**src/rtl/vga_frame_reader_if.sv**
```systemverilog
// Pixel-memory read port between the frame reader (master) and the frame buffer (slave).
// Data follows the address by the reader's configured read latency.
interface vga_frame_reader_if #(
  parameter int unsigned ADDR_W = 32,
  parameter int unsigned BPC    = 8
);
  logic [ADDR_W-1:0] mem_addr;
  logic [3*BPC-1:0]  mem_rdata;

  modport master (output mem_addr, input mem_rdata);
  modport slave  (input mem_addr, output mem_rdata);
endinterface

```
**src/rtl/vga_frame_reader.sv**
```systemverilog
// VGA frame reader: walks an integer-upscaled image with counters only, fetches pixels and
// emits colour aligned with the delayed sync signals; also offers bar, solid and grid modes.
module vga_frame_reader #(
  parameter int unsigned      IMG_W      = 100,
  parameter int unsigned      IMG_H      = 100,
  parameter int unsigned      SCALE      = 1,
  parameter int unsigned      BPC        = 8,
  parameter int unsigned      ADDR_W     = 32,
  parameter int unsigned      RD_LAT     = 1,
  parameter int unsigned      H_ACTIVE   = 640,
  parameter logic [3*BPC-1:0] BORDER_RGB = '0
) (
  input  logic               clk,
  input  logic               reset,
  input  logic               pix_ce,
  input  logic [9:0]         x,
  input  logic [9:0]         y,
  input  logic               video_on,
  input  logic               hsync_in,
  input  logic               vsync_in,
  input  logic [1:0]         mode,
  input  logic [ADDR_W-1:0]  base_addr,
  input  logic [3*BPC-1:0]   solid_rgb,
  vga_frame_reader_if.master mem,
  output logic               hsync,
  output logic               vsync,
  output logic [BPC-1:0]     r,
  output logic [BPC-1:0]     g,
  output logic [BPC-1:0]     b
);
  localparam int unsigned       WIN_W    = IMG_W * SCALE;
  localparam int unsigned       WIN_H    = IMG_H * SCALE;
  localparam int unsigned       BAR_W    = H_ACTIVE / 8;
  localparam logic [2:0]        SUB_LAST = 3'(SCALE - 1);
  localparam logic [ADDR_W-1:0] ROW_STEP = ADDR_W'(IMG_W * 3);
  localparam logic [ADDR_W-1:0] COL_STEP = ADDR_W'(3);

  // Syncs travel inverted so that a cleared stage reads as an inactive sync.
  typedef struct packed {
    logic       von;
    logic       hs_n;
    logic       vs_n;
    logic       win;
    logic       grid;
    logic [2:0] bar;
    logic [1:0] mode;
  } stage_t;

  logic              armed_q;
  logic [1:0]        mode_q;
  logic [ADDR_W-1:0] base_q;
  logic [3*BPC-1:0]  solid_q;
  logic [2:0]        col_sub_q, row_sub_q;
  logic [ADDR_W-1:0] col_off_q, row_base_q;
  stage_t            dly_q [RD_LAT+1];

  logic              frame_start, armed, in_win, grid;
  logic [1:0]        cur_mode;
  logic [2:0]        bar, cur_col_sub, nxt_col_sub, cur_row_sub;
  logic [ADDR_W-1:0] cur_base, cur_col_off, nxt_col_off, cur_row_base;
  stage_t            stage_in, last;
  logic [3*BPC-1:0]  colour;

  always_comb begin
    frame_start = (x == '0) && (y == '0);
    // Addressing stays idle after reset until a full frame start has been seen.
    armed    = frame_start || armed_q;
    cur_mode = frame_start ? mode : mode_q;
    cur_base = frame_start ? base_addr : base_q;
    in_win   = armed && (32'(x) < WIN_W) && (32'(y) < WIN_H);
    grid     = (x[4:0] == '0) || (y[4:0] == '0);
    bar      = '0;
    for (int unsigned k = 1; k < 8; k++) begin
      if (32'(x) >= k * BAR_W) bar = 3'(k);
    end

    cur_col_sub = (x == '0) ? '0 : col_sub_q;
    cur_col_off = (x == '0) ? '0 : col_off_q;
    if (cur_col_sub == SUB_LAST) begin
      nxt_col_sub = '0;
      nxt_col_off = cur_col_off + COL_STEP;
    end else begin
      nxt_col_sub = cur_col_sub + 3'd1;
      nxt_col_off = cur_col_off;
    end

    // Row state belongs to the current line; it steps at x=0 of each new image line only.
    cur_row_sub  = row_sub_q;
    cur_row_base = row_base_q;
    if (frame_start) begin
      cur_row_sub  = '0;
      cur_row_base = '0;
    end else if ((x == '0) && (32'(y) < WIN_H)) begin
      if (row_sub_q == SUB_LAST) begin
        cur_row_sub  = '0;
        cur_row_base = row_base_q + ROW_STEP;
      end else begin
        cur_row_sub = row_sub_q + 3'd1;
      end
    end

    stage_in.von  = video_on;
    stage_in.hs_n = ~hsync_in;
    stage_in.vs_n = ~vsync_in;
    stage_in.win  = in_win;
    stage_in.grid = grid;
    stage_in.bar  = bar;
    stage_in.mode = cur_mode;

    last   = dly_q[RD_LAT];
    colour = '0;
    if (last.von) begin
      case (last.mode)
        2'd0:    colour = last.win ? mem.mem_rdata : BORDER_RGB;
        2'd1:    colour = {{BPC{~last.bar[0]}}, {BPC{~last.bar[2]}}, {BPC{~last.bar[1]}}};
        2'd2:    colour = solid_q;
        default: colour = last.grid ? '1 : '0;
      endcase
    end
  end

  always_ff @(posedge clk or negedge reset) begin
    if (!reset) begin
      armed_q      <= 1'b0;
      mode_q       <= '0;
      base_q       <= '0;
      solid_q      <= '0;
      col_sub_q    <= '0;
      col_off_q    <= '0;
      row_sub_q    <= '0;
      row_base_q   <= '0;
      mem.mem_addr <= '0;
      for (int i = 0; i <= int'(RD_LAT); i++) dly_q[i] <= '0;
      hsync        <= 1'b1;
      vsync        <= 1'b1;
      r            <= '0;
      g            <= '0;
      b            <= '0;
    end else if (pix_ce) begin
      armed_q <= armed;
      if (frame_start) begin
        mode_q  <= mode;
        base_q  <= base_addr;
        solid_q <= solid_rgb;
      end
      if (armed) begin
        col_sub_q  <= nxt_col_sub;
        col_off_q  <= nxt_col_off;
        row_sub_q  <= cur_row_sub;
        row_base_q <= cur_row_base;
      end
      if (in_win && (cur_mode == 2'd0)) begin
        mem.mem_addr <= cur_base + cur_row_base + cur_col_off;
      end
      dly_q[0] <= stage_in;
      for (int i = 1; i <= int'(RD_LAT); i++) dly_q[i] <= dly_q[i-1];
      hsync     <= ~last.hs_n;
      vsync     <= ~last.vs_n;
      {b, g, r} <= colour;
    end
  end
endmodule

```
**src/flat_wrapper.sv**
```systemverilog
// flat-port wrapper written by rule: the top's interface ports become plain ports
module vga_frame_reader_flat 
#(
  parameter int unsigned      IMG_W      = 100,
  parameter int unsigned      IMG_H      = 100,
  parameter int unsigned      SCALE      = 1,
  parameter int unsigned      BPC        = 8,
  parameter int unsigned      ADDR_W     = 32,
  parameter int unsigned      RD_LAT     = 1,
  parameter int unsigned      H_ACTIVE   = 640,
  parameter logic [3*BPC-1:0] BORDER_RGB = '0
)
  (clk, reset, pix_ce, x, y, video_on, hsync_in, vsync_in, mode, base_addr, solid_rgb, hsync, vsync, r, g, b, mem_mem_addr, mem_mem_rdata);
  vga_frame_reader_if #(.ADDR_W(ADDR_W), .BPC(BPC)) mem_i ();
  input  logic clk;
  input  logic reset;
  input  logic pix_ce;
  input  logic [9:0] x;
  input  logic [9:0] y;
  input  logic video_on;
  input  logic hsync_in;
  input  logic vsync_in;
  input  logic [1:0] mode;
  input  logic [ADDR_W-1:0] base_addr;
  input  logic [3*BPC-1:0] solid_rgb;
  output logic hsync;
  output logic vsync;
  output logic [BPC-1:0] r;
  output logic [BPC-1:0] g;
  output logic [BPC-1:0] b;
  output wire logic [$bits(mem_i.mem_addr)-1:0] mem_mem_addr;
  input wire logic [$bits(mem_i.mem_rdata)-1:0] mem_mem_rdata;
  assign mem_mem_addr = mem_i.mem_addr;
  assign mem_i.mem_rdata = mem_mem_rdata;
  vga_frame_reader #(.IMG_W(IMG_W), .IMG_H(IMG_H), .SCALE(SCALE), .BPC(BPC), .ADDR_W(ADDR_W), .RD_LAT(RD_LAT), .H_ACTIVE(H_ACTIVE), .BORDER_RGB(BORDER_RGB)) u_core (.clk(clk), .reset(reset), .pix_ce(pix_ce), .x(x), .y(y), .video_on(video_on), .hsync_in(hsync_in), .vsync_in(vsync_in), .mode(mode), .base_addr(base_addr), .solid_rgb(solid_rgb), .mem(mem_i), .hsync(hsync), .vsync(vsync), .r(r), .g(g), .b(b));
endmodule
```
**config.mk**
```make
export PLATFORM = sky130hd
export DESIGN_NAME = vga_frame_reader_flat
export DESIGN_NICKNAME = d
export VERILOG_FILES = /design/src/rtl/vga_frame_reader_if.sv /design/src/rtl/vga_frame_reader.sv /design/src/flat_wrapper.sv
export SDC_FILE = /design/constraint.sdc
export NUM_CORES = 1
export LEC_CHECK = 0
export ABC_AREA = 1
export CORE_ASPECT_RATIO = 0.75
export CORE_MARGIN = 3
export CORE_UTILIZATION = 41
export CTS_CLUSTER_SIZE = 30
export DETAILED_ROUTE_END_ITERATION = 16
export GPL_ROUTABILITY_DRIVEN = 0
export PLACE_DENSITY_LB_ADDON = 0.05
export SYNTH_ARGS = -nofsm -noshare
export SYNTH_HDL_FRONTEND = slang
export SYNTH_SLANG_ARGS = --single-unit
```
**constraint.sdc**
```tcl
create_clock -name clk -period 7.3 [get_ports clk]
set_input_delay 1.46 -clock clk [delete_from_list [all_inputs] [get_ports clk]]
set_output_delay 1.46 -clock clk [all_outputs]
set_load 0.01 [all_outputs]
```
==> impl_results.md <==
* Status: completed
* CP max stage delay at 0.50 ns
* Largest net degree at the start of global routing at 96
* Placement row count at 57
* Total Wirelength at about 43000 microns
* Final Core Density at between 50 and 60%
* Crit start category: input pin
* TritonCTS buffer count at 24
* CTS tree: yes
* Top-count cell post-synth: nand2_1
* Critical Path RT at approximately 7.7 ns
* CP top delay family: compound AO/OA/AOI/OAI gates
* Crit path capture type: flip-flop
* Die Wd at between 200 and 250 microns
* Mux share of post-synthesis cell area at 0%
* H-tree levels at 1
* Mapped Cells at 1884
* IO buf count at between 150 and 200
* Fill count at 3300
* Via count at 12752
* DR WL/cell at 17.4 microns
* Syn_area_per_cell at approximately 7.3 sq um
* Ant. Diodes at 0
* CP Max Fanout at 46
* Clock Skew at 0.0105 ns
* Fin crit share at between 70% and 80%
* Residual DRC at 0
* Crit path arrival time at about 6.0 ns
* Vias per std cell at 5.14
* Core area at between 0.03 and 0.04 sq mm
* WP buf/inv at 4
* Initial core utilization at 42.0%
* Synth Area in Simple Gates at 30.3%
* Largest cells by area after synthesis: dfrtp_1 37%, nand2_1 15%, inv_1 6.7%
* Leakage power at just under 8 nW
* Post-CTS Repair Setup Buffers at 0
* Overall Global Routing Usage at 24.4%
* Area of the multi-input gates at roughly 0.0074 sq mm
* Sequential cell area fraction in the yosys report at 37.3%
* Worst slew pin tran at 1.03 ns
* Ys Warns at 0
* Clk_lat worst skew at 0.54 ns
* Area Growth Syn to Fin at 20.8%
* Final Critical Period at around 5.6 ns
* Area leader, netlist: dfrtp_1
* Die Height at roughly 160 microns
* Synth Area in Compound Gates at 12.4%
* Clock-pin slew on the worst setup and hold paths at roughly 0.060 ns
* Vias in the first global route at approximately 12000
* Critical path type: in -> reg
* Fmax at 0.177 GHz
* Crit path from: x[4]
* CTS sink cnt at 205
* Yosys cell types at 54
* Crit-path cells: clkdlybuf4s50_1 > nor2_4 > inv_2 > nor2_8 > nand2_8 > nor2_8 > nand2_4 > clkinv_4 > nand3_1 > nor3_2 > nor2_1 > o21ai_1 > fa_1 > inv_1 > ha_1 > a21oi_1 > o21ai_0 > a21oi_1 > o21ai_0 > a21oi_1 > xor2_1 > o21ai_1
* CTS Hold Buffers Added at 0
* Hold violation count in the final report at 0
* Post-Synth Adder-Cell Area at 7.94%
* Root Buffer: clkbuf_16
* Final ANT Viol Nets at 0
* Post_cts resized at 0
* Post-Syn Nets at about 2100
* First-pass GRT wire length at 68800 microns
* Most used cell, CP: a21oi_1
* Die area at 0.0358 sq mm
* Sequential Area at 0.00513 sq mm
* Initial antenna violation count at 0
* Violation count after the first detailed-route iteration at 1234
* Yosys top cell area share at 36.9%
* Pwr Density at 225 mW/mm^2
* Router iterations before antenna repair at 6
* Dpl hpwl at approximately 33000 microns
* Synthesized cell area at 0.0137 sq mm
* Worst hold start: u_core.dly_q[8]
* R2R Path Start: u_core.row_base_q[2]
* Main synth FF type: dfrtp_1
* Layout cells sized above 1 at around 6.3%
* Max Slew Vio Count at 0
* Clock buffer depth at 3
* GRT overflow at 0
* MaxCap Viol Count at 0
* Rel. slew slack at between 30% and 40%
* Nets@finish at 2197
* Ys async rst share at 100%
* EDFF count, synth at 0
* # setup viols final at 0
* Peak supply drop at about 0.21 mV
* XOR/XNOR share of the synthesized area at around 2.8%
* CP max-delay cell: clkdlybuf4s50_1
* RSZ-0062 raised after global routing: false
* Largest family of logic cells by synthesized area: simple AND/OR/NAND/NOR gates
* IO Count at approximately 170
* Synth cell count leaders: 561 x nand2_1, 246 x inv_1, 203 x dfrtp_1, 159 x nor2_1, 150 x o21ai_0
* Synthesis-stage register bit count at 205
* Hold Crit Class: reg -> reg
* Final setup TNS at 0 ns
[kinds of logic after synthesis]
kind of cell,after synthesis
and+or+nand+nor,935
adders and majority gates,68
AOI/OAI and AO/OA,312
buffers and inverters,320
xor gates and xnor gates,44
DFF,205
[registers in the layout, summed over array words and instances, names as in the netlist]
| signal | flops |
|---|---|
| u_core.row_base_q | 32 |
| u_core.r | 8 |
| u_core.col_sub_q | 3 |
| u_core.b | 8 |
| u_core.g | 8 |
| u_core.dly_q | 18 |
| u_core.hsync | 1 |
| u_core.col_off_q | 32 |
| u_core.base_q | 32 |
| u_core.mem.mem_addr | 32 |
| u_core.armed_q | 1 |
| u_core.row_sub_q | 3 |
| u_core.solid_q | 24 |
| u_core.vsync | 1 |
| u_core.mode_q | 2 |
[routing by layer]
layer  part of all wire (%)  vias up  global-route usage [%]
met1                     52     5993                    39.9
met5                      0        -                       0
met4                    1.5        0                    3.85
li1                       -     6278                       -
met2                     38      439                    32.8
met3                    8.1       42                    5.39
[through the flow]
step           cells  hold slack (ns)  worst slack (ns)  instance area (sq um)  power, mW
2_1_floorplan   1884            0.406              2.25                  13700       2.02
3_3_place_gp    2437            0.422              1.19                  15800       2.42
3_5_place_dp    2437            0.429              1.16                  15800       2.42
4_1_cts         2480            0.439              1.72                  16600       3.74
5_1_grt         2480            0.455              1.28                  16600       3.95
6_report        2480            0.434              1.66                  16600       3.73
[final cells by class]
| cell class | count | area share, % |
|---|---|---|
| clock inverter | 8 | 0.716 |
| inverter | 259 | 5.90 |
| sequential | 205 | 30.9 |
| tap | 442 | 3.33 |
| timing repair buffer | 172 | 10.4 |
| multi-input combinational | 1359 | 44.4 |
| clock buffer | 35 | 4.42 |
[report_power, final]
part	internal, mW	switching, mW
logic	0.426	0.729
clock network	0.799	0.504
registers	1.21	0.0627
[worst paths after layout]
check / slack [ns] / cells after the start / endpoint
worst max-delay path: 1.66 / 22 / u_core.mem.mem_addr[22]
worst min-delay path: 0.43 / 1 / u_core.hsync
worst max register to register: 2.66 / 22 / u_core.mem.mem_addr[22]
worst min register to register: 0.43 / 1 / u_core.hsync
max in group asynchronous: 4.91 / 2 / u_core.col_off_q[29]
min in group asynchronous: 1.02 / 1 / u_core.b[2]
[placed cells by master (no fill, tap or decap), drive strengths merged]
cell type      synthesis  routed
buf                   31       7
nor4                   4       4
dfstp                  2       2
dfrtp                203     203
o21bai                 7       7
or2                    4       4
o22ai                  5       5
o21a                   4       4
nor2                 182     182
a21oi                 53      53
o2111ai                1       1
nand3b                 5       5
clkdlybuf4s50          0     164
and3                   2       2
nand3                109     109
o311ai                 2       2
nor3                  29      29
clkbuf                30      36
a31oi                  8       8
xor2                  24      24
nand2                577     577
nand4                 23      23
bufinv                 0       3
o21ai                204     204
a21o                   8       8
xnor2                 20      20
ha                    36      36
clkinv                 2       7
a211oi                17      17
inv                  257     257
fa                    32      32
o211ai                 3       3
[worst register-to-register path: cells and delay by family, from the launching register on]
| kind | cells | cell delay, ns |
|---|---|---|
| flops | 1 | 0.41 |
| xor+xnor | 1 | 0.31 |
| simple gates | 10 | 1.38 |
| buf+inv | 4 | 0.24 |
| compound gates | 4 | 1.02 |
| fa+ha+maj | 3 | 1.15 |
(Power assumes the default switching activity.)
